[src/rtl/fine_code_ctrl.sv]
// Fine-code loop controller: coarse acquisition steps, then +/-1 tracking in LOCK.
// Commit-qualified decisions move a saturating 8-bit oscillator code.
module fine_code_ctrl (
  input  logic       ref_clk,
  input  logic       rst_n,
  input  logic       en,
  input  logic       commit,
  input  logic [1:0] dir,
  input  logic [7:0] init_code,
  input  logic [2:0] acq_step,
  input  logic [3:0] lock_thresh,
  output logic [7:0] osc_fine_con,
  output logic       locked,
  output logic       sat_hi,
  output logic       sat_lo,
  output logic [1:0] state
);

  typedef enum logic [1:0] {IDLE = 2'b00, ACQ = 2'b01, LOCK = 2'b10} state_t;

  state_t     st_q, st_d;
  logic [7:0] code_q, code_d;
  logic [3:0] hold_q, hold_d;
  logic [1:0] run_q, run_d, run_nxt;
  logic       last_up_q, last_up_d;
  logic       locked_q, sat_hi_q, sat_lo_q;

  logic       mv_up, mv_dn, mv_hold;
  logic [2:0] acq_eff;
  logic [3:0] thr_eff;
  logic [8:0] step9, up_sum, dn_diff;
  logic [7:0] moved;
  logic [4:0] hold_inc;

  assign mv_up   = commit && (dir == 2'b01);
  assign mv_dn   = commit && (dir == 2'b10);
  assign mv_hold = commit && (dir == 2'b00 || dir == 2'b11);
  assign acq_eff = (acq_step == 3'd0) ? 3'd1 : acq_step;
  assign thr_eff = (lock_thresh == 4'd0) ? 4'd1 : lock_thresh;
  assign step9   = (st_q == ACQ) ? {6'd0, acq_eff} : 9'd1;
  assign up_sum  = {1'b0, code_q} + step9;
  assign dn_diff = {1'b0, code_q} - step9;
  // borrow/carry in bit 8 means the move would leave 0..255: clamp
  assign moved   = mv_up ? (up_sum[8] ? 8'hFF : up_sum[7:0])
                         : (dn_diff[8] ? 8'h00 : dn_diff[7:0]);
  assign hold_inc = {1'b0, hold_q} + 5'd1;
  assign run_nxt  = (run_q != 2'd0 && last_up_q == mv_up) ? run_q + 2'd1 : 2'd1;

  always_comb begin
    st_d      = st_q;
    code_d    = code_q;
    hold_d    = hold_q;
    run_d     = run_q;
    last_up_d = last_up_q;
    case (st_q)
      IDLE: begin
        if (en) begin
          code_d = init_code;
          hold_d = 4'd0;
          run_d  = 2'd0;
          st_d   = ACQ;
        end
      end
      ACQ: begin
        if (!en) st_d = IDLE;
        else if (mv_up || mv_dn) begin
          code_d = moved;
          hold_d = 4'd0;
        end else if (mv_hold) begin
          if (hold_inc == {1'b0, thr_eff}) begin
            st_d   = LOCK;
            hold_d = 4'd0;
            run_d  = 2'd0;
          end else begin
            hold_d = hold_inc[3:0];
          end
        end
      end
      LOCK: begin
        if (!en) st_d = IDLE;
        else if (mv_up || mv_dn) begin
          code_d    = moved;
          last_up_d = mv_up;
          hold_d    = 4'd0;
          // third consecutive same-direction move drops back to acquisition
          if (run_nxt == 2'd3) begin
            st_d  = ACQ;
            run_d = 2'd0;
          end else begin
            run_d = run_nxt;
          end
        end else if (mv_hold) begin
          run_d = 2'd0;
        end
      end
      default: st_d = IDLE;
    endcase
  end

  always_ff @(posedge ref_clk or negedge rst_n) begin
    if (!rst_n) begin
      st_q      <= IDLE;
      code_q    <= 8'h80;
      hold_q    <= 4'd0;
      run_q     <= 2'd0;
      last_up_q <= 1'b0;
      locked_q  <= 1'b0;
      sat_hi_q  <= 1'b0;
      sat_lo_q  <= 1'b0;
    end else begin
      st_q      <= st_d;
      code_q    <= code_d;
      hold_q    <= hold_d;
      run_q     <= run_d;
      last_up_q <= last_up_d;
      locked_q  <= (st_d == LOCK);
      sat_hi_q  <= (code_d == 8'hFF);
      sat_lo_q  <= (code_d == 8'h00);
    end
  end

  assign osc_fine_con = code_q;
  assign locked       = locked_q;
  assign sat_hi       = sat_hi_q;
  assign sat_lo       = sat_lo_q;
  assign state        = st_q;

endmodule

[config.mk]
export PLATFORM = sky130hd
export DESIGN_NAME = fine_code_ctrl
export DESIGN_NICKNAME = d
export VERILOG_FILES = /design/src/rtl/fine_code_ctrl.sv
export SDC_FILE = /design/constraint.sdc
export NUM_CORES = 1
export LEC_CHECK = 0
export ABC_CLOCK_PERIOD_IN_PS = 3200
export CORE_MARGIN = 2
export CORE_UTILIZATION = 49
export CTS_BUF_LIST = sky130_fd_sc_hd__clkbuf_4 sky130_fd_sc_hd__clkbuf_8 sky130_fd_sc_hd__clkbuf_16
export CTS_CLUSTER_DIAMETER = 150
export DETAILED_ROUTE_END_ITERATION = 16
export GPL_ROUTABILITY_DRIVEN = 0
export PLACE_DENSITY = 0.78
export SYNTH_ARGS = -nofsm -noshare
export SYNTH_HDL_FRONTEND = slang
export SYNTH_SLANG_ARGS = --single-unit
[constraint.sdc]
create_clock -name ref_clk -period 3.2 [get_ports ref_clk]
set_input_delay 0.64 -clock ref_clk [delete_from_list [all_inputs] [get_ports ref_clk]]
set_output_delay 0.64 -clock ref_clk [all_outputs]
set_load 0.005 [all_outputs]
* Word level (Yosys, flattened, before mapping)
Index checks and enable logic that the tools add are counted.
** Cells by class
- $add $sub $neg :: 4
- Multiply operators :: 0
- Divide/modulo/power cells :: 0
- Order comparisons :: 0
- Eq/ne operators :: 19
- Shift-type cells :: 0
- Multiplexer cells :: 38
- Bitwise gates (word level) :: 0
- Reduce and logical (&&, ||, !) cells :: 17
** Operators by type and width (count)
- 8-bit 2-to-1 mux :: 6
- 2-bit 2-to-1 mux :: 18
- 4-bit 2-to-1 mux :: 8
- 8-bit case mux with 2 select lines :: 1
- 2-bit inequality test, second input constant :: 6
- 2-bit case mux with 3 select lines :: 2
- 4-bit case mux with 3 select lines :: 1
- 2-bit == test, second input constant :: 5
- 8-bit by 3-bit adder with 9-bit output :: 1
- 8-bit by 3-bit subtractor with 9-bit output :: 1
- 8-bit == test, second input constant :: 1
- 8-bit zero test :: 1
- 8-bit AND reduction :: 1
- 3-bit 2-to-1 mux :: 2
- 6-bit AND reduction :: 1
- 4-bit by 1-bit adder with 5-bit output, second input constant :: 1
- 5-bit by 4-bit == test with 1-bit output :: 1
- 2-bit by 1-bit == test with 1-bit output, second input constant :: 2
- 1-bit logical AND :: 4
- 2-bit zero test :: 2
- 4-bit zero test :: 1
- 3-bit zero test :: 1
- 3-bit by 2-bit inequality test with 1-bit output, second input constant :: 1
- 3-bit inequality test, second input constant :: 1
- other kinds (8) :: 9
** Storage, ports and cells
- Register bits after elaboration :: 20
- Latch bits :: 0
- Memory bits (writable) :: 0
- ROM bits :: 0
- Memories kept :: 0

* Depth between registers and ports, before layout
Gate-level depths: netlist of run 1.
- Depth in word-level cells :: 11
- Mapped depth :: 15
- Mapped depth without buffers :: 14

* Worst setup path before layout of run 1
OpenSTA, ideal clock, no wires.
- Path type :: reg2reg
- Start point :: register st_q[1] (netlist: state[1])
- End point :: register sat_lo_q (netlist: sat_lo)
- Setup time :: 0.095 ns
- Arrival :: 3.155 ns
- Data required time :: 3.105 ns
- Path slack :: -0.050 ns
- Stages on the path, launching flop included :: 15
- Buffers on the path :: 1
- Cell sequence :: dfrtp_1 inv_1 ha_1 clkbuf_1 nand2_1 a21o_1 ha_1 fa_1 nor2b_1 o2111ai_1 nand3_1 a222oi_1 nand3_1 nor3_2 nor4bb_4
** Between the ends
- Cells in the longest elaborated chain, start to end :: 9
- Elaborated cells between the ends (all ways) :: 14
** RTL lines
- from (decl) :: RTL line 21 : state_t st_q, st_d;
- from (signal assigned) :: RTL line 111 : st_q <= st_d;
- 2-bit by 1-bit == test with 1-bit output :: RTL line 40, 55
- 3-bit 2-to-1 mux :: RTL line 40 : assign step9 = (st_q == ACQ) ? {6'd0, acq_eff} : 9'd1;
- 8-bit by 3-bit subtractor with 9-bit output or 8-bit by 3-bit adder with 9-bit output (tied branches) :: RTL line 42, 41
- 8-bit 2-to-1 mux (on tied branches) :: RTL line 45, 44
- 8-bit 2-to-1 mux :: RTL line 44 : assign moved = mv_up ? (up_sum[8] ? 8'hFF : up_sum[7:0])
- 8-bit 2-to-1 mux :: RTL line 66, 81
- 8-bit 2-to-1 mux :: RTL line 80 : if (!en) st_d = IDLE;
- 8-bit case mux with 2 select lines * :: RTL line 55 : case (st_q)
- 8-bit zero test * :: RTL line 118 : sat_lo_q <= (code_d == 8'h00);
- to (signal assigned) :: RTL line 118
- to (decl) :: RTL line 26 : logic locked_q, sat_hi_q, sat_lo_q;
Mark *: on every way between the ends. The rest lies on a longest branch, timed or not.
A chain may end at the register's enable or synchronous reset.

* Worst setup path in the final report of run 1
- Start point :: register st_q[0] (netlist: state[0])
- End point :: register sat_lo_q (netlist: sat_lo)
** Between the ends
- Cells in the longest elaborated chain, start to end :: 9
- Elaborated cells between the ends (all ways) :: 14
** RTL lines
- 2-bit by 1-bit == test with 1-bit output :: RTL line 40, 55
- 3-bit 2-to-1 mux :: RTL line 40
- 8-bit by 3-bit subtractor with 9-bit output or 8-bit by 3-bit adder with 9-bit output (tied branches) :: RTL line 42, 41
- 8-bit 2-to-1 mux (on tied branches) :: RTL line 45, 44
- 8-bit 2-to-1 mux :: RTL line 44
- 8-bit 2-to-1 mux :: RTL line 66, 81
- 8-bit 2-to-1 mux :: RTL line 80
- 8-bit case mux with 2 select lines * :: RTL line 55
- via code_d[6] :: RTL line 22 : logic [7:0] code_q, code_d;
- 8-bit zero test * :: RTL line 118
The timed path passes the listed nets; every way through them passes the cells marked *.

==> results.sh, run 1 <==
export IMPL_crit_path_start="state[0]"
export IMPL_fin_worst_skew_ns=0.00305
export IMPL_diodes=0
export IMPL_post_route_period_util_pct=101
export IMPL_drive_gt1_share_pct=19.7
export IMPL_rsz0062_at_grt="yes"
export IMPL_r2r_start="state[0]"
export IMPL_ant_nets=0
export IMPL_via_per_inst=6.02
export IMPL_clk_path_buf_depth=2
export IMPL_numCtsBuffers=3
export IMPL_yosys_top_cells_area="dfrtp_1 24%, ha_1 9.4%, nand2_1 6.4%, o21ai_0 5.7%, inv_1 4.9%"
export IMPL_post_drt_wl_per_cell_um=15.8
export IMPL_period_needed_ns=3.23
export IMPL_setup_ws_ns=-0.0275
export IMPL_hold_worst_slack_ns=0.510
export IMPL_drcViolationCount=0
export IMPL_start_util_pct=50.4
export IMPL_yosysTopAreaCell="dfrtp_1"
export IMPL_track_usage_pct=24.0
export IMPL_dr_pass1_iters=6
export IMPL_slew_limit_headroom_pct=40.8
export IMPL_cp_max_fo=3
export IMPL_power_leakage_nw=1.23
export IMPL_finalHoldViolCount=0
export IMPL_grt_pass1_wl_um=8510
export IMPL_antenna_found_initial=0
export IMPL_clock_sinks=20
export IMPL_yosysSeqAreaShare_pct=25.0
export IMPL_synth_top_area_share_pct=23.7
export IMPL_fmax_mhz=310
export IMPL_failed_checks="negative setup slack"
export IMPL_place_ws_ns=-0.394
export IMPL_cp_start_kind="flip-flop"
export IMPL_syn2layout_area_growth_pct=35.9
export IMPL_yosysWarnings=0
export IMPL_tns_ns=-0.0275
export IMPL_power_total_w=0.00211
export IMPL_dieArea_mm2=0.00462
export IMPL_peakVddDrop_v=0.000518
export IMPL_synth_fp_nets=295
export IMPL_cp_end_kind="flip-flop"
export IMPL_clkTransAtPathRegs_ns=0.08
export IMPL_instances_no_fill=364
export IMPL_drt_iter0_drc=260
export IMPL_hold_start="run_q[1]"
export IMPL_wl_um=5760
export IMPL_port_buffers=33
export IMPL_cpPeakStageDelay_ns=0.42
export IMPL_p_switching_w=0.000954
export IMPL_synth_seq_cells=20
export IMPL_die_y_um=67.9
export IMPL_io_pins=34
export IMPL_netlist_area_mm2=0.00200
export IMPL_place_inst=352
export IMPL_num_rows=23
export IMPL_ys_flop_type="dfrtp_1"
export IMPL_tightestPinTransition_ns=0.885
export IMPL_p_seq_share_pct=22.0
export IMPL_synth_edf_count=0
export IMPL_tritoncts="yes"
export IMPL_cts_root_buf="clkbuf_8"
export IMPL_swShare_pct=45.2
export IMPL_syn_inst=257
export IMPL_clkLatencyLatePin_ns=0.26
export IMPL_ys_types=52
export IMPL_path_cells="ha_4, nand2_4, a21o_1, ha_2, inv_2, fa_2, a211oi_4, buf_6, buf_4, a211o_1, o21ai_0, o311ai_0, nand2_1, nor3_2, nor4bb_4"
export IMPL_finalNetCount=353
export IMPL_drv_cap=0
export IMPL_synthArstFlopShare_pct=100
export IMPL_hold_class="reg2reg"
export IMPL_p_per_area_mw_per_mm2=775
export IMPL_grt_overflow_total=0
export IMPL_vias=2190
export IMPL_h_tree_depth=1
export IMPL_fp_dieW_um=67.9
export IMPL_finalSetupViolations=1
export IMPL_grt_pass1_vias=1889
export IMPL_internal_power_w=0.00116
export IMPL_cp_required_ns=3.37
export IMPL_drv_slew=0
export IMPL_status="complete, but fails checks"
export IMPL_post_dp_hpwl_um=4130
export IMPL_postSynthAreaPerCell_um2=7.79
export IMPL_grt_max_degree=21
export IMPL_coreArea_mm2=0.00397
export IMPL_cp_arrival_ns=3.40
export IMPL_combPwrFrac_pct=69.4
export IMPL_clockPowerShare_pct=8.7
export IMPL_critPathKind="reg2reg"
export IMPL_critPathSlowestCell="dfrtp_1"
-- metal layers --
layer / part of all wire [%] / track usage (%) / up-vias
li1: - / - / 1043
met1: 41 / 30.7 / 995
met2: 48 / 40.7 / 119
met3: 7.0 / 3.29 / 33
met4: 3.9 / 9.50 / 0
met5: 0 / 0 / -
-- critical path: cells and delay by family (launching register included) --
family / cells / cell delay (ns)
AO/OA/AOI/OAI: 5 / 1.05
adder cells (fa/ha/maj): 3 / 0.77
buffers and inverters: 3 / 0.31
flip-flops: 1 / 0.42
AND/OR/NAND/NOR: 4 / 0.58
-- final timing paths --
| kind | endpoint | slack, ns | cells after the start |
|---|---|---|---|
| min in group asynchronous | sat_hi | 0.88 | 1 |
| worst max-delay path | sat_lo | -0.03 | 15 |
| max in group asynchronous | run_q[0] | 1.78 | 1 |
| worst min-delay path | run_q[1] | 0.51 | 1 |
| worst min register to register | run_q[1] | 0.51 | 1 |
| worst max register to register | sat_lo | -0.03 | 15 |
-- metrics by stage --
stage / util (%) / instance area (um2)
detailed placement: 63.1 / 2500
CTS: 65.6 / 2610
finish: 68.6 / 2720
global placement: 63.1 / 2500
floorplan: - / 2010
global route: 68.6 / 2720
-- placed cells by master (no fill, tap or decap), types with 4 or more instances in the layout --
cell type and count:
a31oi_1 6, a22o_1 4, nor2_1 13, a21oi_1 10, clkdlybuf4s50_1 30, nand2b_1 4
dfrtp_1 19, xnor2_1 5, inv_1 24, nor2b_1 4, buf_4 31, o21ai_0 23
ha_1 11, nand3_1 15, nand2_1 32, nor3_1 6
-- synthesized netlist by cell type, types with 4 or more instances --
cell      number
clkbuf_1       5
nor3_1         6
a31oi_1        7
nand3_1       15
a21oi_1       10
nor2_1        13
nand2b_1       4
dfrtp_1       19
nor4_1         4
inv_1         26
nor2b_1        5
a22o_1         4
xnor2_1        5
nand2_1       34
and2_1         4
ha_1          15
o21ai_0       23
buf_6          4
-- final cells by class --
class	count	area, um2
flip-flops and latches	20	502
fillers	319	1250
multi-input cells	199	1430
inverters	26	97.6
well taps	50	62.6
clock buffers	4	48.8
repair buffers	65	582
-- sequential cells by signal, summed over array words and instances, names as in the netlist --
register      count
run_q             2
last_up_q         1
locked            1
osc_fine_con      8
hold_q            4
sat_hi            1
state             2
sat_lo            1
-- power groups by stage --
stage | Sequential, W | Combinational, W | Clock, W
after detailed placement | 0.000453 | 0.00124 | 0
after global routing | 0.000471 | 0.00159 | 0.000201
after floorplan | 0.000411 | 0.000782 | 0
after global placement | 0.000452 | 0.00121 | 0
after CTS | 0.000451 | 0.00130 | 0.000186
final | 0.000464 | 0.00146 | 0.000183
-- cells by family (layout without fill, tap and decap cells) --
logic type | count (synthesis) | in the layout | share of synthesized area, %
XOR/XNOR | 5 | 5 | 2.19
flip-flops | 20 | 20 | 25.0
multiplexers | 3 | 3 | 1.62
adder cells (fa/ha/maj) | 17 | 17 | 11.4
AO/OA/AOI/OAI | 75 | 75 | 25.4
AND/OR/NAND/NOR | 99 | 99 | 25.5
buffers and inverters | 38 | 95 | 8.81
-- timing repair --
| item | in CTS | in global routing |
|---|---|---|
| gates resized for setup | 7 | 20 |
| hold buffers | 0 | 0 |
| setup buffers | 3 | 5 |
| setup endpoints to repair | 2 | 2 |
| pin swaps | 5 | 14 |
(Power assumes the default switching activity.)
==> inputs of run 2 (changes only) <==
CORE_UTILIZATION = 50   (was 49)
CTS_BUF_LIST = sky130_fd_sc_hd__clkbuf_4 sky130_fd_sc_hd__clkbuf_8   (was sky130_fd_sc_hd__clkbuf_4 sky130_fd_sc_hd__clkbuf_8 sky130_fd_sc_hd__clkbuf_16)
PLACE_DENSITY = 0.79   (was 0.78)
==> results.sh, run 2 (synthesis gave the netlist of run 1 again) <==
export IMPL_slew_limit_headroom_pct=35.3
export IMPL_grt_pass1_wl_um=8910
export IMPL_wl_um=5390
export IMPL_syn2layout_area_growth_pct=32.2
export IMPL_fp_dieW_um=67.3
export IMPL_cp_required_ns=3.37
export IMPL_clockPowerShare_pct=9.2
export IMPL_cp_max_fo=4
export IMPL_finalSetupViolations=0
export IMPL_num_rows=23
export IMPL_tightestPinTransition_ns=0.967
export IMPL_post_dp_hpwl_um=4040
export IMPL_drv_slew=0
export IMPL_cp_end_kind="flip-flop"
export IMPL_power_total_w=0.00201
export IMPL_clkTransAtPathRegs_ns=0.08
export IMPL_track_usage_pct=25.6
export IMPL_r2r_cells=14
export IMPL_dieArea_mm2=0.00453
export IMPL_die_y_um=67.3
export IMPL_peakVddDrop_v=0.000457
export IMPL_p_seq_share_pct=22.5
export IMPL_finalHoldViolCount=0
export IMPL_place_inst=352
export IMPL_swShare_pct=44.0
export IMPL_tritoncts="yes"
export IMPL_h_tree_depth=1
export IMPL_grt_overflow_total=0
export IMPL_coreArea_mm2=0.00391
export IMPL_final_cell_mix="32 x nand2_1, 30 x clkdlybuf4s50_1, 30 x buf_4"
export IMPL_power_leakage_nw=1.20
export IMPL_tns_ns=0
export IMPL_antenna_found_initial=0
export IMPL_status="complete, no violations"
export IMPL_vias=2132
export IMPL_clkLatencyLatePin_ns=0.26
export IMPL_drcViolationCount=0
export IMPL_p_per_area_mw_per_mm2=758
export IMPL_grt_pass1_vias=2023
export IMPL_via_per_inst=5.89
export IMPL_fill_cells=324
export IMPL_ant_nets=0
export IMPL_start_util_pct=51.2
export IMPL_cp_start_kind="flip-flop"
export IMPL_dr_pass1_iters=5
export IMPL_hold_class="reg2reg"
export IMPL_io_pins=34
export IMPL_p_switching_w=0.000883
export IMPL_drv_cap=0
export IMPL_port_buffers=33
export IMPL_fin_worst_skew_ns=0.000699
export IMPL_post_drt_wl_per_cell_um=14.9
export IMPL_period_needed_ns=3.11
export IMPL_fmax_mhz=322
export IMPL_drt_iter0_drc=297
export IMPL_cts_root_buf="clkbuf_8"
export IMPL_grt_max_degree=21
export IMPL_internal_power_w=0.00113
export IMPL_clk_path_buf_depth=2
export IMPL_rsz0062_at_grt="yes"
export IMPL_hold_buffers=0
export IMPL_largest_register_ffs=8
export IMPL_instances_no_fill=362
export IMPL_diodes=0
export IMPL_finalNetCount=351
export IMPL_critPathKind="reg2reg"
export IMPL_layout_commonest_cell="nand2_1"
export IMPL_clock_sinks=20
export IMPL_combPwrFrac_pct=68.3
export IMPL_cp_arrival_ns=3.28
export IMPL_post_route_period_util_pct=97.2
export IMPL_hold_depth=1
export IMPL_numCtsBuffers=3
export IMPL_drive_gt1_share_pct=17.3
## run 2: changes by cell type in the layout (fill, tap and decap cells not counted), sizes merged
cell  before  now
buf       32   30
## run 2: worst paths after layout
path / slack (ns) / end / start
max: 0.09 / sat_lo / state[0]
min: 0.52 / run_q[1] / run_q[1]
max reg2reg: 0.09 / sat_lo / state[0]
min reg2reg: 0.52 / run_q[1] / run_q[1]
max in group asynchronous: 1.70 / hold_q[0] / rst_n
min in group asynchronous: 0.91 / osc_fine_con[6] / rst_n
## run 2: worst max-delay path: stages, from the launching register on
cell and delay [ns]:
dfrtp_1 0.41, ha_4 0.19, nand2_2 0.08, a21o_1 0.16, ha_2 0.18, inv_2 0.04, fa_2 0.38, a211oi_4 0.26
buf_4 0.18, nand3_2 0.08, o311a_1 0.16, a222oi_1 0.34, nand3_1 0.16, nor3_2 0.20, nor4bb_4 0.20
## run 2: power by group through the flow
| stage | combinational, W | clock (W) | sequential [W] |
|---|---|---|---|
| 2_1_floorplan | 0.000782 | 0 | 0.000411 |
| 3_3_place_gp | 0.00123 | 0 | 0.000450 |
| 3_5_place_dp | 0.00124 | 0 | 0.000451 |
| 4_1_cts | 0.00127 | 0.000193 | 0.000447 |
| 5_1_grt | 0.00151 | 0.000203 | 0.000468 |
| 6_report | 0.00137 | 0.000184 | 0.000453 |
## run 2: area by class of cell
type | instances | area (um2) | share of cell area, %
Sequential cell | 20 | 502 | 19.0
Clock buffer | 4 | 48.8 | 1.84
Inverter | 26 | 97.6 | 3.69
Multi-Input combinational cell | 199 | 1370 | 51.9
Tap cell | 50 | 62.6 | 2.36
Timing Repair Buffer | 63 | 563 | 21.3
## run 2: stage by stage
step / utilization (%) / hold slack [ns] / worst slack, ns / cell area (um2)
floorplan: - / 0.344 / 0.0193 / 2010
global placement: 64.0 / 0.481 / -0.274 / 2500
detailed placement: 64.0 / 0.504 / -0.353 / 2500
CTS: 65.7 / 0.523 / 0.0145 / 2570
global route: 67.6 / 0.542 / -0.141 / 2650
finish: 67.6 / 0.516 / 0.0908 / 2650
## run 2: repair_timing
item | 4_1_cts | 5_1_grt
setup buffers | 1 | 5
pin swaps | 5 | 10
setup endpoints to repair | 1 | 2
gates resized for setup | 3 | 12
## run 2: routing by layer
layer	wire, um	global-route usage, %	vias up
met5	0	0	-
met4	130	10.5	0
met3	404	4.67	14
met2	2660	43.2	112
met1	2200	32.2	962
li1	-	-	1044
==> inputs of run 3 (changes only) <==
GPL_TIMING_DRIVEN = 0   (was unset)
==> results.sh, run 3 (synthesis gave the netlist of run 1 again) <==
export IMPL_status="complete, no violations"
export IMPL_crit_buf_inv=3
export IMPL_coreArea_mm2=0.00391
export IMPL_finalHoldViolCount=0
export IMPL_power_leakage_nw=1.17
export IMPL_peakVddDrop_v=0.000486
export IMPL_numCtsBuffers=3
export IMPL_clock_sinks=20
export IMPL_r2r_start="state[0]"
export IMPL_final_cell_mix="32 x nand2_1, 29 x clkdlybuf4s50_1, 24 x inv_1"
export IMPL_cpPeakStageDelay_ns=0.37
export IMPL_post_drt_wl_per_cell_um=15.4
export IMPL_finalNetCount=349
export IMPL_period_needed_ns=3.17
export IMPL_start_util_pct=51.2
export IMPL_dieArea_mm2=0.00453
export IMPL_met2_usage_pct=43.7
export IMPL_cp_end_kind="flip-flop"
export IMPL_setup_ws_ns=0.0267
export IMPL_drive_gt1_share_pct=17.4
export IMPL_fin_area_mm2=0.00266
export IMPL_tritoncts="yes"
export IMPL_reg2reg_to="sat_lo"
export IMPL_fmax_mhz=315
export IMPL_cp_required_ns=3.36
export IMPL_num_rows=23
export IMPL_grt_use_met1_pct=35.5
export IMPL_grt_max_degree=21
export IMPL_post_route_period_util_pct=99.2
export IMPL_drcViolationCount=0
export IMPL_use_met3_pct=3.17
export IMPL_fp_dieW_um=67.3
export IMPL_post_dp_hpwl_um=4000
export IMPL_antenna_found_initial=0
export IMPL_hold_start="last_up_q"
export IMPL_die_y_um=67.3
export IMPL_drv_cap=0
export IMPL_fill_cells=345
export IMPL_clkLatencyLatePin_ns=0.25
export IMPL_grt_pass1_wl_um=8930
export IMPL_holdPathEnd="last_up_q"
export IMPL_rsz0062_at_grt="yes"
export IMPL_finalSetupViolations=0
export IMPL_h_tree_depth=1
export IMPL_path_cells="dlygate4sd2_1, nand2_2, a21o_1, ha_2, inv_2, fa_2, a211oi_4, buf_4, a211o_1, o21ai_1, o311ai_1, nand2_1, nor3_2, nor4bb_4"
export IMPL_placed_area_mm2=0.00239
export IMPL_track_usage_pct=25.5
export IMPL_hold_buffers=0
export IMPL_critPathKind="in2reg"
export IMPL_slew_limit_headroom_pct=39.8
export IMPL_largest_register_ffs=8
export IMPL_layout_commonest_cell="nand2_1"
export IMPL_io_pins=34
export IMPL_drv_slew=0
export IMPL_vias=2124
export IMPL_hold_depth=2
export IMPL_p_per_area_mw_per_mm2=752
export IMPL_r2r_slack_ns=0.03
export IMPL_syn2layout_area_growth_pct=32.7
export IMPL_grt_busiest_layer="met2"
export IMPL_wl_um=5540
export IMPL_cp_start_kind="input port"
export IMPL_port_buffers=32
export IMPL_clkTransAtPathRegs_ns=0.07
export IMPL_ant_nets=0
export IMPL_cp_arrival_ns=3.33
export IMPL_grt_pass1_vias=1898
export IMPL_path_delay_family="compound AO/OA/AOI/OAI gates"
export IMPL_tightestPinTransition_ns=0.901
export IMPL_clk_path_buf_depth=2
export IMPL_place_ws_ns=-0.712
export IMPL_diodes=0
export IMPL_tns_ns=0
export IMPL_r2r_cells=14
export IMPL_cp_max_fo=5
export IMPL_fin_worst_skew_ns=0.00637
export IMPL_grt_overflow_total=0
export IMPL_cts_root_buf="clkbuf_8"
export IMPL_dr_pass1_iters=6
export IMPL_critPathSlowestCell="fa_2"
export IMPL_power_total_w=0.00200
export IMPL_drt_iter0_drc=335
export IMPL_via_per_inst=5.90
export IMPL_hold_class="reg2reg"
==> run 3: metal layers <==
metal	routed length (um)	up-vias
li1	-	1034
met2	2830	77
met3	277	12
met5	0	-
met1	2370	1001
met4	60	0
==> run 3: final cells by class <==
class / instances / area [um2] / share of cell area, %
flip-flops and latches: 20 / 503 / 18.9
clock buffers: 4 / 48.8 / 1.84
repair buffers: 50 / 452 / 17.0
well taps: 50 / 62.6 / 2.35
multi-input cells: 199 / 1420 / 53.4
plain buffers: 11 / 75.1 / 2.82
inverters: 26 / 97.6 / 3.67
==> run 3: repair_timing <==
action	in CTS	in global routing
pin swaps	19	15
hold endpoints to repair	0	0
resized for setup	25	5
setup buffers	16	2
setup endpoints to repair	7	3
==> run 3: through the flow <==
stage	instances	util [%]	hold WS, ns
CTS	359	67.2	0.518
global route	360	67.9	0.553
floorplan	257	-	0.344
detailed placement	339	61.2	0.498
global placement	339	61.2	0.484
finish	360	67.9	0.514
==> run 3: how the worst max path moves through the flow <==
stage	end	slack (ns)	depth (start not counted)	startpoint
after floorplan	sat_lo	0.02	15	state[1]
after global placement	sat_lo	-0.68	12	acq_step[1]
after detailed placement	sat_lo	-0.71	12	acq_step[1]
after CTS	sat_lo	-0.04	15	state[1]
after global routing	sat_lo	-0.08	14	state[0]
final	sat_lo	0.03	14	acq_step[2]
==> run 3: worst reg2reg max path, stage by stage, from the launching register on <==
cell	delay, ns
dfrtp_1	0.43
ha_4	0.21
nand2_2	0.07
a21o_1	0.20
ha_2	0.20
inv_2	0.03
fa_2	0.37
a211oi_4	0.33
buf_4	0.18
a211o_1	0.11
o21ai_1	0.06
o311ai_1	0.31
nand2_1	0.17
nor3_2	0.21
nor4bb_4	0.21
==> run 3: power breakdown <==
group          switching (W)  internal [W]  total [W]
clock network      0.0000752     0.0000968   0.000172
registers           0.000104      0.000326   0.000430
logic               0.000734      0.000662    0.00140
total               0.000913       0.00108    0.00200
